### src/rtl/led_racer_pkg.sv
// Shared types and 50 MHz default timing for the LED-strip frame path.
// Optional build macro WS2812_DIM_EN selects the dimmed-channel helper at word capture.
package led_racer_pkg;

    typedef enum logic [1:0] {
        IDLE  = 2'd0,
        LOAD  = 2'd1,
        SEND  = 2'd2,
        LATCH = 2'd3
    } state_t;

    localparam int DEF_MAX_POS  = 16;
    localparam int DEF_T0H_CYC  = 20;
    localparam int DEF_T1H_CYC  = 40;
    localparam int DEF_TBIT_CYC = 63;
    localparam int DEF_TRES_CYC = 2500;

    typedef logic [23:0] grb_word_t;

    function automatic logic [7:0] dim_channel(input logic [7:0] value);
        return value >> 2;
    endfunction

endpackage

### src/rtl/ws2812_bit_encoder.sv
// One WS2812 bit cell: high for T0H/T1H cycles, low for the rest of TBIT_CYC.
// A start in the cell_done cycle chains the next cell with no gap.
module ws2812_bit_encoder #(
    parameter int T0H_CYC  = 20,
    parameter int T1H_CYC  = 40,
    parameter int TBIT_CYC = 63
) (
    input  logic clk,
    input  logic rst_n,
    input  logic i_start,
    input  logic i_bit,
    output logic o_data,
    output logic o_cell_done
);

    localparam int CW = (TBIT_CYC > 2) ? $clog2(TBIT_CYC) : 1;
    localparam logic [CW-1:0] C_T0H  = CW'(T0H_CYC);
    localparam logic [CW-1:0] C_T1H  = CW'(T1H_CYC);
    localparam logic [CW-1:0] C_LAST = CW'(TBIT_CYC - 1);

    logic [CW-1:0] r_cnt;
    logic          r_bit;
    logic          r_active;

    always_ff @(posedge clk or negedge rst_n) begin
        if (!rst_n) begin
            r_cnt    <= '0;
            r_bit    <= 1'b0;
            r_active <= 1'b0;
        end else if (i_start) begin
            r_cnt    <= '0;
            r_bit    <= i_bit;
            r_active <= 1'b1;
        end else if (r_active) begin
            if (r_cnt == C_LAST) begin
                r_active <= 1'b0;
            end else begin
                r_cnt <= r_cnt + 1'b1;
            end
        end
    end

    // Output is decoded from registers only, so reset forces the line low immediately.
    assign o_data      = r_active && (r_cnt < (r_bit ? C_T1H : C_T0H));
    assign o_cell_done = r_active && (r_cnt == C_LAST);

endmodule

### src/rtl/ws2812_frame_sender.sv
// Frame walker: fetches GRB per LED, streams 24-bit words back-to-back, then latches.
// Build macro WS2812_DIM_EN: each channel is captured as value>>2.
module ws2812_frame_sender
    import led_racer_pkg::*;
#(
    parameter int MAX_POS  = DEF_MAX_POS,
    parameter int T0H_CYC  = DEF_T0H_CYC,
    parameter int T1H_CYC  = DEF_T1H_CYC,
    parameter int TBIT_CYC = DEF_TBIT_CYC,
    parameter int TRES_CYC = DEF_TRES_CYC,
    localparam int LED_W   = (MAX_POS > 1) ? $clog2(MAX_POS) : 1
) (
    input  logic             clk,
    input  logic             rst_n,
    input  logic             update_frame,
    input  logic [7:0]       led_green_intensity,
    input  logic [7:0]       led_red_intensity,
    input  logic [7:0]       led_blue_intensity,
    output logic [LED_W-1:0] current_led,
    output logic             busy,
    output logic             data_out
);

    localparam int CNT_W = $clog2(((TBIT_CYC > TRES_CYC) ? TBIT_CYC : TRES_CYC) + 1);
    localparam logic [LED_W-1:0] C_LED_LAST  = LED_W'(MAX_POS - 1);
    localparam logic [CNT_W-1:0] C_TRES_LAST = CNT_W'(TRES_CYC - 1);

    state_t           r_state, w_state_next;
    logic [CNT_W-1:0] r_cnt, w_cnt_next;
    logic [LED_W-1:0] r_led, w_led_next;
    logic [4:0]       r_bit_idx, w_bit_idx_next;
    grb_word_t        r_shift, w_shift_next, w_capture;
    logic             r_pending, w_pending_next;
    logic             r_last_word, w_last_word_next;
    logic             w_start, w_start_bit, w_cell_done, w_enc_data;

`ifdef WS2812_DIM_EN
    assign w_capture = {dim_channel(led_green_intensity),
                        dim_channel(led_red_intensity),
                        dim_channel(led_blue_intensity)};
`else
    assign w_capture = {led_green_intensity, led_red_intensity, led_blue_intensity};
`endif

    always_ff @(posedge clk or negedge rst_n) begin
        if (!rst_n) begin
            r_state     <= LATCH;
            r_cnt       <= '0;
            r_led       <= '0;
            r_bit_idx   <= '0;
            r_shift     <= '0;
            r_pending   <= 1'b0;
            r_last_word <= 1'b0;
        end else begin
            r_state     <= w_state_next;
            r_cnt       <= w_cnt_next;
            r_led       <= w_led_next;
            r_bit_idx   <= w_bit_idx_next;
            r_shift     <= w_shift_next;
            r_pending   <= w_pending_next;
            r_last_word <= w_last_word_next;
        end
    end

    always_comb begin
        w_state_next     = r_state;
        w_cnt_next       = r_cnt;
        w_led_next       = r_led;
        w_bit_idx_next   = r_bit_idx;
        w_shift_next     = r_shift;
        w_last_word_next = r_last_word;
        w_pending_next   = r_pending | (update_frame && (r_state != IDLE));
        w_start          = 1'b0;
        w_start_bit      = 1'b0;
        case (r_state)
            IDLE: begin
                if (update_frame || r_pending) begin
                    w_state_next   = LOAD;
                    w_led_next     = '0;
                    w_pending_next = 1'b0;
                end
            end
            LOAD: begin
                w_shift_next     = w_capture;
                w_bit_idx_next   = 5'd23;
                w_last_word_next = (r_led == C_LED_LAST);
                w_start          = 1'b1;
                w_start_bit      = w_capture[23];
                w_state_next     = SEND;
            end
            SEND: begin
                if (w_cell_done) begin
                    if (r_bit_idx != 5'd0) begin
                        w_shift_next   = {r_shift[22:0], 1'b0};
                        w_bit_idx_next = r_bit_idx - 5'd1;
                        w_start        = 1'b1;
                        w_start_bit    = r_shift[22];
                        // Advance the index a full cell early so upstream lookup settles.
                        if (r_bit_idx == 5'd1 && !r_last_word) begin
                            w_led_next = r_led + 1'b1;
                        end
                    end else if (!r_last_word) begin
                        w_shift_next     = w_capture;
                        w_bit_idx_next   = 5'd23;
                        w_last_word_next = (r_led == C_LED_LAST);
                        w_start          = 1'b1;
                        w_start_bit      = w_capture[23];
                    end else begin
                        w_state_next = LATCH;
                        w_cnt_next   = '0;
                        w_led_next   = '0;
                    end
                end
            end
            LATCH: begin
                if (r_cnt == C_TRES_LAST) begin
                    w_state_next = IDLE;
                    w_cnt_next   = '0;
                end else begin
                    w_cnt_next = r_cnt + 1'b1;
                end
            end
            default: w_state_next = LATCH;
        endcase
    end

    ws2812_bit_encoder #(
        .T0H_CYC  (T0H_CYC),
        .T1H_CYC  (T1H_CYC),
        .TBIT_CYC (TBIT_CYC)
    ) u_bit_encoder (
        .clk         (clk),
        .rst_n       (rst_n),
        .i_start     (w_start),
        .i_bit       (w_start_bit),
        .o_data      (w_enc_data),
        .o_cell_done (w_cell_done)
    );

    assign current_led = r_led;
    assign busy        = (r_state != IDLE);
    assign data_out    = w_enc_data;

endmodule

### config.mk
export PLATFORM = sky130hd
export DESIGN_NAME = ws2812_frame_sender
export DESIGN_NICKNAME = d
export VERILOG_FILES = /design/src/rtl/led_racer_pkg.sv /design/src/rtl/ws2812_bit_encoder.sv /design/src/rtl/ws2812_frame_sender.sv
export SDC_FILE = /design/constraint.sdc
export NUM_CORES = 1
export LEC_CHECK = 0
export CAP_MARGIN = 30
export CORE_AREA = 2 2 67 132
export CTS_CLUSTER_SIZE = 25
export DETAILED_ROUTE_END_ITERATION = 8
export DIE_AREA = 0 0 69 134
export PLACE_DENSITY = 0.59
export SYNTH_ARGS = -nofsm -noshare
export SYNTH_HDL_FRONTEND = slang
export SYNTH_SLANG_ARGS = --single-unit
### constraint.sdc
create_clock -name clk -period 2.57 [get_ports clk]
set_clock_uncertainty 0.05 [all_clocks]
set_input_delay 0.6425 -clock clk [delete_from_list [all_inputs] [get_ports clk]]
set_output_delay 0.6425 -clock clk [all_outputs]
set_load 0.005 [all_outputs]
==> key figures, run 1 <==
Finish
  • Area grow syn2layout: 21.04%
  • Finished Core Util: 47.04%
  • Non-Filler Instances: 427
  • Fin nets: 370
  • Ant. Diodes: 0
  • Proportion of layout cells with a drive suffix above 1: 24.62%
  • # fillers: 783
  • Commonest non-fill, non-tap cell in the layout: dfrtp_1
  • Commonest cells after routing, fill and taps aside: 54 x dfrtp_1, 46 x mux2_2, 30 x clkdlybuf4s50_1
  • Reg area: 0.001404 mm²
  • Multi-input logic area: 0.001697 mm²

Timing
  • Worst-Margin Slew: 0.4710 ns
  • Fmax: 0.4063 GHz
  • Min Hold Slack: 0.2799 ns
  • Final hold vios: 0
  • Period utilisation layout: 95.76%
  • Final Max Tran Viols: 0
  • Tmin final: 2.461 ns
  • RSZ-0062 raised after global routing: no
  • Total negative slack: 0 ns
  • Slew headroom: 68.57%
  • Setup violation total in the final timing report: 0

Clock network
  • CTS Hold Bufs: 0
  • Bufs on Longest Clock Path: 2
  • Clk root buf: clkbuf_16
  • Clk sink count: 56
  • CTS tree: done
  • Num CTS Buffers: 5
  • Htree depth: 2
  • Clock transition at the registers of the reported paths: 0.07 ns
  • Clk_lat worst skew: 0.30 ns

Power and ir drop
  • Max IR drop VDD: 0.0003393 V
  • Areal power density over the cells: 953.4 mW/mm²
  • Leakage: 1.719 nW

Yosys
  • Seq/Total Area, Yosys: 43.88%
  • Syn Std Cell Area: 0.003199 mm²
  • Yosys cell types: 53
  • Post-synth ARST share: 100.0%
  • Net Count, Synth: 327
  • Post-synth top flop: dfrtp_1
  • Post-synth EDFFs: 0
  • Synthesis Warnings: 0
  • Syn avg cell area: 11.23 µm²
  • Seq cells post-synth: 56
  • Syn Inst Count: 285

Drt
  • DR vias/cell: 5.515
  • Routed WL: 6.953 mm
  • DRC errors left: 0
  • DRT antenna net count: 0
  • Total number of vias: 2355
  • Drt first pass iters: 4
  • DRT iter0 DRCs: 90
  • Wire per inst: 16.28 µm

Global route
  • Largest net degree at the start of global routing: 57
  • Remaining Overflow, GRT: 0
  • GR Util All Layers: 16.48%
  • Antenna violations before repair: 0
  • First-pass GRT wire length: 12.24 mm
  • Vias in the first global route: 2468

Setup path
  • CP arrival: 1.77 ns
  • CP Capture Type: output port
  • WP data required: 1.88 ns
  • Critical path fanouts, max: 4
  • Worst Setup Start Kind: flip-flop
  • Type of the worst setup path: reg2out

Min path
  • HP Class: in2async

Floorplanning
  • Row count: 47
  • Core Region: 0.008233 mm²
  • Die area: 0.009246 mm²
  • Die extent in y: 134 µm
  • Width of the die: 69 µm
  • Initial core utilization: 38.86%
  • IO Count: 33

Status
  • Outcome: finished clean

Job
  • # Max-Cap Violations: 0

Placement
  • Placed Instances: 417
  • Final HPWL DP: 5.089 mm
  • Port bufs: 32
  • Routability cong.: 0.7825
-- sequential cells by signal, summed over array words and instances, names as in the netlist --
signal                  cells
u_bit_encoder.r_cnt         6
u_bit_encoder.r_bit         1
current_led                 4
r_bit_idx                   5
r_pending                   1
r_last_word                 1
r_state                     2
r_shift                    23
u_bit_encoder.r_active      1
r_cnt                      12
-- report_power, final --
| part | internal (mW) | switching, mW | leakage [nW] |
|---|---|---|---|
| clock | 0.365 | 0.327 | 0.0742 |
| combinational | 0.885 | 0.737 | 0.952 |
| sequential | 1.19 | 0.186 | 0.692 |
| total | 2.44 | 1.25 | 1.72 |
-- layout make-up --
cell class,count,share of cell area [%]
multi-input combinational,207,43.81
clock buffer,5,3.231
timing repair buffer,46,11.79
clock inverter,3,0.5816
tap,98,3.166
sequential,56,36.25
inverter,12,1.163
-- logic make-up (layout without fill, tap and decap cells) --
kind of cell / count (synthesis) / after routing / share of synthesized area, %
xor+xnor: 5 / 5 / 1.369
compound gates: 50 / 50 / 12.48
flops: 56 / 56 / 43.88
fa+ha+maj: 15 / 15 / 5.866
mux: 51 / 51 / 17.76
buf+inv: 22 / 66 / 3.207
simple gates: 86 / 86 / 15.45
-- through the flow --
| step | power [mW] | setup WS [ns] | cell area (µm²) |
|---|---|---|---|
| floorplan | 2.544 | 0.2328 | 3199 |
| global placement | 2.986 | 0.1269 | 3707 |
| detailed placement | 3.033 | 0.07989 | 3707 |
| CTS | 3.754 | 0.07077 | 3869 |
| global route | 4.007 | 0.008010 | 3872 |
| finish | 3.692 | 0.1089 | 3872 |
-- metal layers --
metal | routed length, µm | global-route usage [%]
met2 | 3910 | 30.82
met1 | 2657 | 17.96
met4 | 178 | 7.298
met5 | 0 | 0
met3 | 206 | 2.554
-- timing repair --
action / in CTS / in global routing
setup buffers: 2 / 0
hold endpoints to repair: 0 / 0
resized for setup: 2 / 2
endpoints found under the setup margin: 1 / 30
-- worst max-delay path, cell delays in order, from the launching register on --
cell	delay (ns)
dfstp_2	0.56
inv_1	0.09
ha_1	0.23
inv_1	0.09
clkdlybuf4s50_1	0.50
-- synth_stat cells, types with 5 or more instances --
cell | instances | share of area, %
nor2b_1 | 5 | 0.98
nand2_1 | 7 | 0.82
ha_1 | 15 | 5.9
nor2_1 | 24 | 2.8
and3_1 | 14 | 2.7
a221o_1 | 8 | 2.5
o21ai_0 | 7 | 1.1
nand3_1 | 10 | 1.6
o21a_1 | 5 | 1.2
mux2i_1 | 5 | 1.6
mux2_2 | 46 | 16
buf_4 | 5 | 1.2
inv_1 | 12 | 1.4
dfrtp_1 | 54 | 42
-- path summary, 6_finish.rpt --
kind	start	to	slack, ns	depth (start not counted)
worst min register to register	r_shift[4]$_DFFE_PN0P_	r_shift[4]$_DFFE_PN0P_	0.45	1
min in group clk	r_shift[4]$_DFFE_PN0P_	r_shift[4]$_DFFE_PN0P_	0.45	1
worst max register to register	r_bit_idx[0]$_DFFE_PN0P_	r_shift[11]$_DFFE_PN0P_	0.17	7
worst max-delay path	r_state[0]$_DFFE_PN1P_	busy	0.11	4
max in group asynchronous	rst_n	r_state[0]$_DFFE_PN1P_	1.89	2
worst min-delay path	rst_n	r_shift[19]$_DFFE_PN0P_	0.28	2
Note: power is estimated with default switching activity, not from simulation.
==> inputs of run 2 (changes only) <==
--- a/config.mk
+++ b/config.mk
@@ -12,5 +12,7 @@
 export DIE_AREA = 0 0 69 134
 export PLACE_DENSITY = 0.59
+export SLEW_MARGIN = 20
 export SYNTH_ARGS = -nofsm -noshare
 export SYNTH_HDL_FRONTEND = slang
+export SYNTH_HIERARCHICAL = 1
 export SYNTH_SLANG_ARGS = --single-unit
==> constraint.sdc (replaced) <==
create_clock -name clk -period 2.57 [get_ports clk]
set_clock_uncertainty 0.05 [all_clocks]
set_input_delay 0.3855 -clock clk [delete_from_list [all_inputs] [get_ports clk]]
set_output_delay 0.3855 -clock clk [all_outputs]
set_load 0.005 [all_outputs]
==> key figures, run 2 <==
Status
  • Outcome: finished clean

Timing
  • Setup violation total in the final timing report: 0 (unchanged)
  • Worst-Margin Slew: 0.7131 ns (+0.2421 ns)
  • Min Hold Slack: 0.05581 ns (-0.2241 ns)
  • Total negative slack: 0 ns (unchanged)
  • Tmin final: 2.468 ns (+0.007209 ns)
  • Slew headroom: 52.46% (-16 points)
  • Final worst setup slack: 0.1017 ns (-0.007209 ns)
  • Final hold vios: 0 (unchanged)
  • RSZ-0062 raised after global routing: no
  • Final Max Tran Viols: 0 (unchanged)
  • Fmax: 0.4051 GHz (-0.29%)
  • Period utilisation layout: 96.04% (+0.28 points)

Yosys
  • Top cells by count, synth: 54 x dfrtp_1, 46 x mux2_2, 19 x inv_1
  • Post-synth ARST share: 100.0% (unchanged)
  • Seq/Total Area, Yosys: 43.81% (-0.069 points)
  • Syn Std Cell Area: 0.003204 mm² (+0.16%)
  • Top-count cell post-synth: dfrtp_1
  • Syn avg cell area: 10.83 µm² (-3.6%)
  • Dominant cell type by area after synthesis: dfrtp_1
  • Seq cells post-synth: 56 (unchanged)
  • Post-synth top flop: dfrtp_1
  • Post-synth EDFFs: 0 (unchanged)
  • Area contributors post-synth: dfrtp_1 42%, mux2_2 16%, ha_1 5.5%
  • Yosys cell types: 59 (+11%)
  • Synthesis Warnings: 6 (+6)
  • Net Count, Synth: 337 (+3.1%)
  • Top cell type's share of synthesized area: 42.17% (-0.066 points)
  • Syn Inst Count: 296 (+3.9%)

Finish
  • Largest registers: r_shift x23, r_cnt x12, u_bit_encoder/r_cnt x6
  • Finished Core Util: 47.86% (+0.82 points)
  • Ant. Diodes: 0 (unchanged)
  • Top reg by flops: r_shift
  • Design Area, Final: 0.003940 mm² (+1.7%)
  • Proportion of layout cells with a drive suffix above 1: 26.44% (+1.8 points)
  • Non-Filler Instances: 446 (+4.4%)
  • Commonest non-fill, non-tap cell in the layout: dfrtp_1
  • Largest register FFs: 23 (unchanged)
  • Fin nets: 388 (+4.9%)
  • Commonest cells after routing, fill and taps aside: 54 x dfrtp_1, 46 x mux2_2, 31 x clkdlybuf4s50_1
  • Area grow syn2layout: 22.96%
  • # fillers: 794 (+1.4%)

Clock network
  • Htree depth: 2 (unchanged)
  • Post-CTS Setup Bufs: 0 (-2)
  • Clk root buf: clkbuf_16
  • Bufs on Longest Clock Path: 2 (unchanged)
  • Clk sink count: 56 (unchanged)
  • Resize count post-CTS: 0 (-2)
  • Num CTS Buffers: 5 (unchanged)
  • CTS tree: done
  • Clock transition at the registers of the reported paths: 0.07 ns (about the same)
  • CTS Hold Bufs: 0 (unchanged)
  • Clk_lat worst skew: 0.30 ns (about the same)

Placement
  • Final HPWL DP: 5.430 mm (+6.7%)
  • Placed Area: 0.003790 mm² (+2.2%)
  • Placed Instances: 438 (+5.0%)
  • Pre-CTS WS: 0.2103 ns (+0.1304 ns)
  • Port bufs: 32 (unchanged)
  • Routability cong.: 0.8361 (+6.8%)

Power and ir drop
  • Reg power frac: 36.7% (-0.6 points)
  • Internal Power: 2.589 mW (+6.1%)
  • Psw: 1.344 mW (+7.5%)
  • Areal power density over the cells: 998.3 mW/mm² (+4.7%)
  • Design Power: 3.933 mW (+6.5%)
  • Max IR drop VDD: 0.0005856 V (+73%)
  • Clock power frac: 17.8% (-1.0 points)
  • Comb pwr share: 45.5% (+1.5 points)
  • Leakage: 1.680 nW (-2.3%)
  • Switching share of power: 34.18% (+0.30 points)

Setup path
  • Worst Setup Start Kind: flip-flop
  • Slowest-stage cell, CP: clkdlybuf4s50_1
  • Worst Reg2Reg Path Length in Cells: 10 (+3)
  • Type of the worst setup path: reg2out
  • WP data required: 2.13 ns (+0.25 ns)
  • Delay of the slowest critical-path stage: 0.52 ns (-0.04 ns)
  • CP arrival: 2.03 ns (+0.26 ns)
  • Crit path launch: u_bit_encoder/r_cnt[5]$_DFFE_PN0P_
  • CP cell instances: ha_1 > a211o_1 > a31oi_1 > clkdlybuf4s50_1
  • Critical path fanouts, max: 5 (+1)
  • Worst R2R Start: u_bit_encoder/r_cnt[0]$_DFFE_PN0P_
  • CP Capture Type: output port

Drt
  • DRC errors left: 0 (unchanged)
  • Drt first pass iters: 4 (unchanged)
  • Wire per inst: 15.98 µm (-1.9%)
  • Routed WL: 7.126 mm (+2.5%)
  • DRT iter0 DRCs: 131 (+46%)
  • DRT antenna net count: 0 (unchanged)
  • DR vias/cell: 5.587 (+1.3%)
  • Total number of vias: 2492 (+5.8%)

Floorplanning
  • Initial core utilization: 38.92% (+0.061 points)
  • Die area: 0.009246 mm² (unchanged)
  • Die extent in y: 134 µm (unchanged)
  • Core Region: 0.008233 mm² (unchanged)
  • IO Count: 33 (unchanged)
  • Width of the die: 69 µm (unchanged)
  • Row count: 47 (unchanged)

Global route
  • First-pass GRT wire length: 12.33 mm (+0.74%)
  • Largest net degree at the start of global routing: 32 (-44%)
  • GR Util All Layers: 16.39% (-0.089 points)
  • Remaining Overflow, GRT: 0 (unchanged)
  • Antenna violations before repair: 0 (unchanged)
  • Vias in the first global route: 2690 (+9.0%)

Min path
  • HP Class: in2async

Job
  • # Max-Cap Violations: 0 (unchanged)
==> run 2: cell types whose count changed in the layout (fill, tap and decap cells not counted), moves of 6 or more <==
| cell | delta |
|---|---|
| o21ai_0 | +10 |
| nor2_1 | -15 |
| inv_1 | +8 |
| nor3b_1 | +6 |
| a221o_1 | -7 |
| and3_1 | -9 |
| buf_4 | +7 |
| a21oi_1 | +6 |
| nand2_1 | +7 |
==> run 2: power groups by stage <==
stage | sequential (mW) | clock [mW] | combinational [mW]
global placement | 1.45 | 0 | 1.77
floorplan | 1.39 | 0 | 1.29
CTS | 1.44 | 0.728 | 1.82
detailed placement | 1.46 | 0 | 1.82
global route | 1.49 | 0.746 | 2.01
finish | 1.44 | 0.700 | 1.79
==> run 2: path summary, 6_finish.rpt <==
kind / to / slack [ns]
worst max-delay path: data_out / 0.10
worst min-delay path: u_bit_encoder/r_cnt[4]$_DFFE_PN0P_ / 0.06
worst max register to register: r_cnt[3]$_DFFE_PN0P_ / 0.20
worst min register to register: r_shift[5]$_DFFE_PN0P_ / 0.45
max in group asynchronous: r_state[0]$_DFFE_PN1P_ / 1.77
min in group clk: r_shift[5]$_DFFE_PN0P_ / 0.45
==> run 2: per-layer routing <==
metal / wire [µm] / GRT usage [%] / vias to the layer above
li1: - / - / 1201
met1: 2642 / 16.63 / 1232
met2: 4117 / 31.89 / 47
met3: 201 / 3.005 / 12
met4: 165 / 6.863 / 0
met5: 0 / 0 / -
==> run 2: cell families after synthesis <==
kind of cell | Yosys count | share of synthesized area, %
AOI/OAI and AO/OA | 67 | 14.92
adders and majority gates | 14 | 5.467
DFF | 56 | 43.81
buffers and inverters | 28 | 3.866
muxes | 47 | 16.48
and+or+nand+nor | 84 | 15.46
==> run 2: area by class of cell <==
class                           count  area (µm²)  area share (%)
Sequential cell                    56        1404           35.63
Tap cell                           98       122.6           3.112
Clock buffer                        7       142.6           3.620
Multi-Input combinational cell    212        1682           42.68
Inverter                           19       71.32           1.810
Clock inverter                      1       7.507          0.1905
Timing Repair Buffer               53       510.5           12.96
==> run 2: critical path, delay by kind of cell, from the launching register on <==
family | cells | cell delay (ns)
compound gates | 2 | 0.44
fa+ha+maj | 1 | 0.33
buf+inv | 1 | 0.52
flops | 1 | 0.44
==> inputs of run 3 (changes only) <==
Settings changed: CTS_CLUSTER_DIAMETER set to 200, GPL_TIMING_DRIVEN set to 0.
==> key figures, run 3 (synthesis gave the netlist of run 2 again) <==
Clock network
  • Clock transition at the registers of the reported paths: 0.07 ns (about the same)
  • Clk_lat worst skew: 0.30 ns (about the same)
  • Clk root buf: clkbuf_16
  • CTS tree: done
  • Bufs on Longest Clock Path: 2 (unchanged)
  • Num CTS Buffers: 5 (unchanged)
  • Clk sink count: 56 (unchanged)
  • Htree depth: 2 (unchanged)

Finish
  • Largest register FFs: 23 (unchanged)
  • Area grow syn2layout: 22.30%
  • Commonest non-fill, non-tap cell in the layout: dfrtp_1
  • Fin nets: 381 (-1.8%)
  • Commonest cells after routing, fill and taps aside: 53 x dfrtp_1, 46 x mux2_2, 30 x clkdlybuf4s50_1
  • Proportion of layout cells with a drive suffix above 1: 26.39% (-0.044 points)
  • Top reg by flops: r_shift
  • Design Area, Final: 0.003919 mm² (-0.54%)
  • Largest registers: r_shift x23, r_cnt x12, u_bit_encoder/r_cnt x6
  • Ant. Diodes: 0 (unchanged)

Timing
  • Tmin final: 2.467 ns (-0.001359 ns)
  • Final hold vios: 0 (unchanged)
  • Final Max Tran Viols: 0 (unchanged)
  • Min Hold Slack: 0.4552 ns (+0.3994 ns)
  • RSZ-0062 raised after global routing: no
  • Fmax: 0.4054 GHz (about the same)
  • Period utilisation layout: 95.99% (about the same)
  • Final worst setup slack: 0.1031 ns (+0.001359 ns)
  • Slew headroom: 54.84% (+2.4 points)
  • Setup violation total in the final timing report: 0 (unchanged)
  • Worst-Margin Slew: 0.6681 ns (-0.04506 ns)
  • Total negative slack: 0 ns (unchanged)

Setup path
  • Cell mode on critical path: mux2_2
  • Worst Setup Start Kind: flip-flop
  • Crit path launch: r_state[0]$_DFFE_PN1P_
  • Worst Reg2Reg Path Length in Cells: 8 (-2)
  • Type of the worst setup path: reg2reg
  • CP arrival: 2.61 ns (+0.58 ns)
  • Critical path fanouts, max: 10 (+5)
  • Slowest-stage cell, CP: dfstp_2
  • R2r endpoint: r_shift[21]$_DFFE_PN0P_
  • CP Capture Type: flip-flop
  • CP cell instances: inv_1 > ha_1 > clkbuf_2 > nand2b_1 > buf_2 > clkbuf_4 > mux2_2 > mux2_2
  • WP data required: 2.71 ns (+0.58 ns)
  • Delay of the slowest critical-path stage: 0.56 ns (+0.04 ns)
  • Setup slack, reg-to-reg: 0.10 ns (-0.10 ns)
  • Worst R2R Start: r_state[0]$_DFFE_PN1P_

Drt
  • DRT iter0 DRCs: 85 (-35%)
  • Drt first pass iters: 4 (unchanged)
  • DRT antenna net count: 0 (unchanged)
  • Routed WL: 6.979 mm (-2.1%)
  • DRC errors left: 0 (unchanged)
  • Total number of vias: 2444 (-1.9%)
  • Wire per inst: 15.90 µm (-0.50%)
  • DR vias/cell: 5.567 (-0.36%)

Min path
  • Hold worst-path end: r_pending$_DFF_PN0_
  • HP Class: reg2reg
  • Hold depth: 2
  • Hold_sp: r_pending$_DFF_PN0_

Power and ir drop
  • Leakage: 1.644 nW (-2.2%)
  • Areal power density over the cells: 994.8 mW/mm² (-0.35%)
  • Design Power: 3.898 mW (-0.89%)
  • Max IR drop VDD: 0.0005625 V (-4.0%)

Status
  • Outcome: finished clean

Floorplanning
  • Row count: 47 (unchanged)
  • Core Region: 0.008233 mm² (unchanged)
  • Die area: 0.009246 mm² (unchanged)
  • Initial core utilization: 38.92% (unchanged)
  • Width of the die: 69 µm (unchanged)
  • Die extent in y: 134 µm (unchanged)
  • IO Count: 33 (unchanged)

Global route
  • Vias in the first global route: 2619 (-2.6%)
  • GR Util All Layers: 15.66% (-0.73 points)
  • Largest net degree at the start of global routing: 34 (+6.3%)
  • Antenna violations before repair: 0 (unchanged)
  • Remaining Overflow, GRT: 0 (unchanged)
  • First-pass GRT wire length: 11.73 mm (-4.9%)

Placement
  • Routability cong.: 0.7645 (-8.6%)
  • Final HPWL DP: 5.091 mm (-6.2%)
  • Pre-CTS WS: -0.5107 ns (-0.7210 ns)
  • Port bufs: 32 (unchanged)
  • Placed Area: 0.003670 mm² (-3.2%)

Job
  • # Max-Cap Violations: 0 (unchanged)
[run 3: cell count changes in the layout (fill, tap and decap cells not counted), sizes merged]
cell	delta
buf	-10
clkbuf	+1
clkdlybuf4s50	-1
clkinvlp	+1
dlygate4sd3	+1
dlymetal6s2s	+1
[run 3: worst max path at each step]
stage	end	cells after the start
floorplan	r_cnt[11]$_DFFE_PN0P_	9
global placement	r_shift[6]$_DFFE_PN0P_	1
detailed placement	r_cnt[8]$_DFFE_PN0P_	8
CTS	r_cnt[11]$_DFFE_PN0P_	9
global route	r_shift[13]$_DFFE_PN0P_	8
finish	r_shift[21]$_DFFE_PN0P_	8
[run 3: through the flow]
step	util, %	std cells
2_1_floorplan	-	296
3_3_place_gp	44.36	426
3_5_place_dp	44.57	427
4_1_cts	47.37	439
5_1_grt	47.60	439
6_report	47.60	439
[run 3: layer usage]
metal  up-vias  track usage, %  part of all wire (%)
li1       1191               -                     -
met3        10           3.005                   3.2
met2        44           31.14                    57
met5         -               0                     0
met4         0           7.516                   2.2
met1      1199           14.77                    38
[run 3: layout make-up]
class,instances,area (µm²)
fill,788,4314
multi-input combinational,212,1734
sequential,56,1405
timing repair buffer,37,372.9
clock buffer,6,138.9
tap,98,122.6
inverter,19,71.32
buffer,9,58.81
clock inverter,2,15.01
[run 3: report_power, final]
group / internal [mW] / leakage [nW] / total [mW] / switching, mW
Clock: 0.389 / 0.0691 / 0.723 / 0.334
Combinational: 0.926 / 0.883 / 1.73 / 0.803
Sequential: 1.21 / 0.692 / 1.45 / 0.239
[run 3: worst max-delay path: cells and delay by family, from the launching register on]
family | cells | cell delay [ns]
mux | 2 | 0.62
flops | 1 | 0.56
fa+ha+maj | 1 | 0.24
buf+inv | 4 | 0.78
simple gates | 1 | 0.10
[run 3: repair_timing]
item                                    CTS  global route
endpoints found under the hold margin    22             0
resized for setup                         9             6
buffers inserted                          3             0
cloned                                    0             0
hold buffers                              1             0
endpoints found under the setup margin   50            17
pin swaps                                 1             1
